## src/rtl/vid_hcount.sv

```systemverilog
// 11-bit horizontal pixel counter with programmable period and hsync window.
// Emits a registered one-cycle line-end strobe and a registered hsync level.
module vid_hcount #(
  parameter int unsigned           WIDTH      = 11,
  parameter logic [WIDTH-1:0]      PERIOD_RST = 11'h7FF
) (
  input  logic             clk_i,
  input  logic             rst_ni,
  input  logic             en_i,
  input  logic             per_wr_i,
  input  logic             hss_wr_i,
  input  logic             hse_wr_i,
  input  logic [WIDTH-1:0] wr_d_i,
  output logic [WIDTH-1:0] count_o,
  output logic             tc_o,
  output logic             hsync_o
);

  logic [WIDTH-1:0] count_q, count_d;
  logic [WIDTH-1:0] period_q, period_d;
  logic [WIDTH-1:0] hss_q, hss_d;
  logic [WIDTH-1:0] hse_q, hse_d;
  logic             tc_q, tc_d;
  logic             hsync_q, hsync_d;

  logic per_match, hss_match, hse_match;

  // Strict equality: a period written below the current count is only hit after wrap.
  assign per_match = (count_q == period_q);
  assign hss_match = (count_q == hss_q);
  assign hse_match = (count_q == hse_q);

  always_comb begin
    count_d  = count_q;
    tc_d     = 1'b0;
    hsync_d  = hsync_q;
    period_d = per_wr_i ? wr_d_i : period_q;
    hss_d    = hss_wr_i ? wr_d_i : hss_q;
    hse_d    = hse_wr_i ? wr_d_i : hse_q;
    if (en_i) begin
      if (per_match) begin
        count_d = '0;
        tc_d    = 1'b1;
      end else begin
        count_d = count_q + WIDTH'(1);
      end
      // Start has priority so an empty window (hss == hse) latches high.
      if (hss_match) begin
        hsync_d = 1'b1;
      end else if (hse_match) begin
        hsync_d = 1'b0;
      end
    end
  end

  always_ff @(posedge clk_i or negedge rst_ni) begin
    if (!rst_ni) begin
      count_q  <= '0;
      tc_q     <= 1'b0;
      hsync_q  <= 1'b0;
      period_q <= PERIOD_RST;
      hss_q    <= '0;
      hse_q    <= '0;
    end else begin
      count_q  <= count_d;
      tc_q     <= tc_d;
      hsync_q  <= hsync_d;
      period_q <= period_d;
      hss_q    <= hss_d;
      hse_q    <= hse_d;
    end
  end

  assign count_o = count_q;
  assign tc_o    = tc_q;
  assign hsync_o = hsync_q;

endmodule

```

## config.mk

```make
export PLATFORM = sky130hd
export DESIGN_NAME = vid_hcount
export DESIGN_NICKNAME = d
export VERILOG_FILES = /design/src/rtl/vid_hcount.sv
export SDC_FILE = /design/constraint.sdc
export NUM_CORES = 1
export LEC_CHECK = 0
export ABC_CLOCK_PERIOD_IN_PS = 2100
export CAP_MARGIN = 30
export CORE_ASPECT_RATIO = 1.1
export CORE_UTILIZATION = 40
export DETAILED_ROUTE_END_ITERATION = 12
export SKIP_CTS_REPAIR_TIMING = 1
export SYNTH_ARGS = -nofsm -noshare
export SYNTH_HDL_FRONTEND = slang
export SYNTH_SLANG_ARGS = --single-unit
```

## constraint.sdc

```tcl
create_clock -name clk_i -period 2.1 [get_ports clk_i]
set_input_delay 0.315 -clock clk_i [delete_from_list [all_inputs] [get_ports clk_i]]
set_output_delay 0.315 -clock clk_i [all_outputs]
set_load 0.02 [all_outputs]
```

==> reports/results.tsv <==
metric	value	unit
finalMaxSlewViolations	0	
min_period_over_period	96.1	%
critPathSlowestCell	clkdlybuf4s50_1	
peakVddDrop	411	uV
powerDensity	862	mW/mm^2
cp_slowest_stage_delay	0.71	ns
p_clk_share	31.8	%
synth_common_cells	35 x dfrtp_1, 33 x mux2_2, 31 x xnor2_1, 11 x dfstp_2, 10 x nor2_1	
yosysMostFrequentCell	dfrtp_1	
tritoncts	yes	
fin_setup_tns	0	ns
antenna_left	0	
area_growth_syn_to_layout	19.1	%
cts_root_buf	clkbuf_8	
dr.pass1.iters	4	
hpwl	3350	um
yosysSeqAreaShare	47.4	%
drv_cap	0	
die_area	0.00646	mm^2
netSwitchingFraction	27.5	%
finalCriticalPeriod	2.02	ns
seqPwrFrac	45.8	%
viasPerCell	5.03	
grt_max_degree	47	
synth_top_area_share	35.6	%
start_kind	flop	
wl_per_cell	15.4	um
required	1.78	ns
synth_edf_count	0	
syn_area_per_cell	13.1	um^2
port_buffers	29	
synth_seq_cells	46	
pin_count	30	
r2r_cells	4	
routabilityCongestion	0.843	
yosysWarningCount	0	
hold_viol_final	0	
setup_ws	0.0817	ns
crit_arrival	1.70	ns
crit_type	reg2out	
crit_cells	1	
fmax	495	MHz
net-switching-power	695	uW
insertedDiodeCount	0	
synthArstFlopShare	100	%
drive_gt1_share	34.7	%
p_leak	0.00110	uW
gr-total-overflow	0	
critPathBufInv	1	
drc_errors	0	
synth_fp_nets	205	
grt_pass1_wl	7980	um
insertion_delay	0.30	ns
die_h	84.2	um
vias	1475	
hp-class	in2async	
synth_cell_type_count	29	
slew-limit-headroom	62.5	%
status	complete, no violations	
cts.path.max_buffers	2	
drt-total-wl	4520	um
nets	233	
cts.sinks	46	
die_w	76.8	um
drtIter0Drc	68	
worstPathCellList	clkdlybuf4s50_1	
start_util	42.1	%
rsz0062_at_grt	no	
synth.largest_area_cell	dfrtp_1	
core	0.00584	mm^2
rows	29	
clock_skew	0.00631	ns
synthFlopType	dfrtp_1	
place_area	0.00279	mm^2
p_int	1830	uW
fin_util	50.1	%
synth_area	0.00246	mm^2
path_delay_family	buffers and inverters	
pre_cts_slack	0.264	ns
combPwrFrac	22.4	%
synthTopCellsByArea	dfrtp_1 36%, mux2_2 15%, dfstp_2 12%	
finalSetupViolCount	0	
tightestPinTransition	0.562	ns
endpoint_kind	output pin	
h-tree-depth	2	
grtUsageTotal	16.2	%
syn_inst	187	
grt_pass1_vias	1558	
numCtsBuffers	5	
design_area	0.00293	mm^2
antenna_found_initial	0	
clkTransAtPathRegs	0.08	ns
cp_max_fo	10	
==> per-layer routing <==
layer / part of all wire, % / vias to the layer above / track usage, %
met3: 3.3 / 6 / 4.24
met2: 49 / 26 / 25.6
met5: 0 / - / 0
met4: 1.4 / 0 / 5.24
li1: - / 700 / -
met1: 46 / 743 / 21.7
==> registers in the layout, indices dropped and copies added (netlist names) <==
register and cells:
hse_q 11, tc_o 1, period_q 11, hss_q 11
count_o 11, hsync_o 1
==> power groups by stage <==
stage | logic, uW | clock network (uW) | registers, uW
after global routing | 620 | 865 | 1180
after global placement | 568 | 0 | 1170
after detailed placement | 569 | 0 | 1180
after floorplan | 468 | 0 | 1110
final | 566 | 802 | 1160
after CTS | 574 | 824 | 1160
==> metrics by stage <==
stage / hold WS, ns / cells / total power, uW
after floorplan: 0.0194 / 187 / 1580
after CTS: 0.107 / 293 / 2560
final: 0.0928 / 293 / 2520
after detailed placement: 0.435 / 285 / 1740
after global routing: 0.142 / 293 / 2670
after global placement: 0.425 / 285 / 1740
==> cell type report <==
| type | instances | area, um^2 |
|---|---|---|
| fill | 501 | 2910 |
| multi-input combinational | 122 | 1170 |
| sequential | 46 | 1160 |
| timing repair buffer | 36 | 338 |
| tap | 77 | 96.3 |
| clock buffer | 6 | 82.6 |
| clock inverter | 2 | 60.1 |
| inverter | 4 | 15.0 |
==> final timing paths <==
kind / startpoint / end / slack [ns]
worst max-delay path: count_o[3] / count_o[3] / 0.08
min in group clk_i: hss_q[9] / hss_q[9] / 0.53
max in group asynchronous: rst_ni / period_q[10] / 1.63
worst min register to register: hss_q[9] / hss_q[9] / 0.53
worst max register to register: count_o[3] / count_o[7] / 0.45
worst min-delay path: rst_ni / hss_q[9] / 0.09
==> kinds of logic after synthesis <==
group,count (synthesis),share of synthesized area (%)
DFF,46,47.4
and+or+nand+nor,40,11.6
xor gates and xnor gates,38,17.5
muxes,34,15.5
buffers and inverters,19,4.99
AOI/OAI and AO/OA,9,2.49
adders and majority gates,1,0.509
==> layout by cell type (no fill, tap or decap) <==
master / instances
a21oi_1: 1
and3_1: 2
buf_2: 1
buf_4: 7
bufinv_16: 2
clkbuf_8: 6
clkdlybuf4s50_1: 28
dfrtp_1: 35
dfstp_2: 11
ha_1: 1
inv_1: 4
mux2_2: 33
mux2i_1: 1
nand2_1: 3
nand3_1: 5
nand3_4: 1
nand4_1: 6
nand4_2: 1
nand4_4: 2
nor2_1: 10
nor3_1: 6
nor4_2: 3
nor4_4: 1
o21ai_0: 2
o21ai_1: 1
o2bb2ai_1: 2
o311ai_1: 1
o31ai_1: 2
xnor2_1: 31
xnor2_2: 3
xnor2_4: 4
Note: power is estimated with default switching activity, not from simulation.
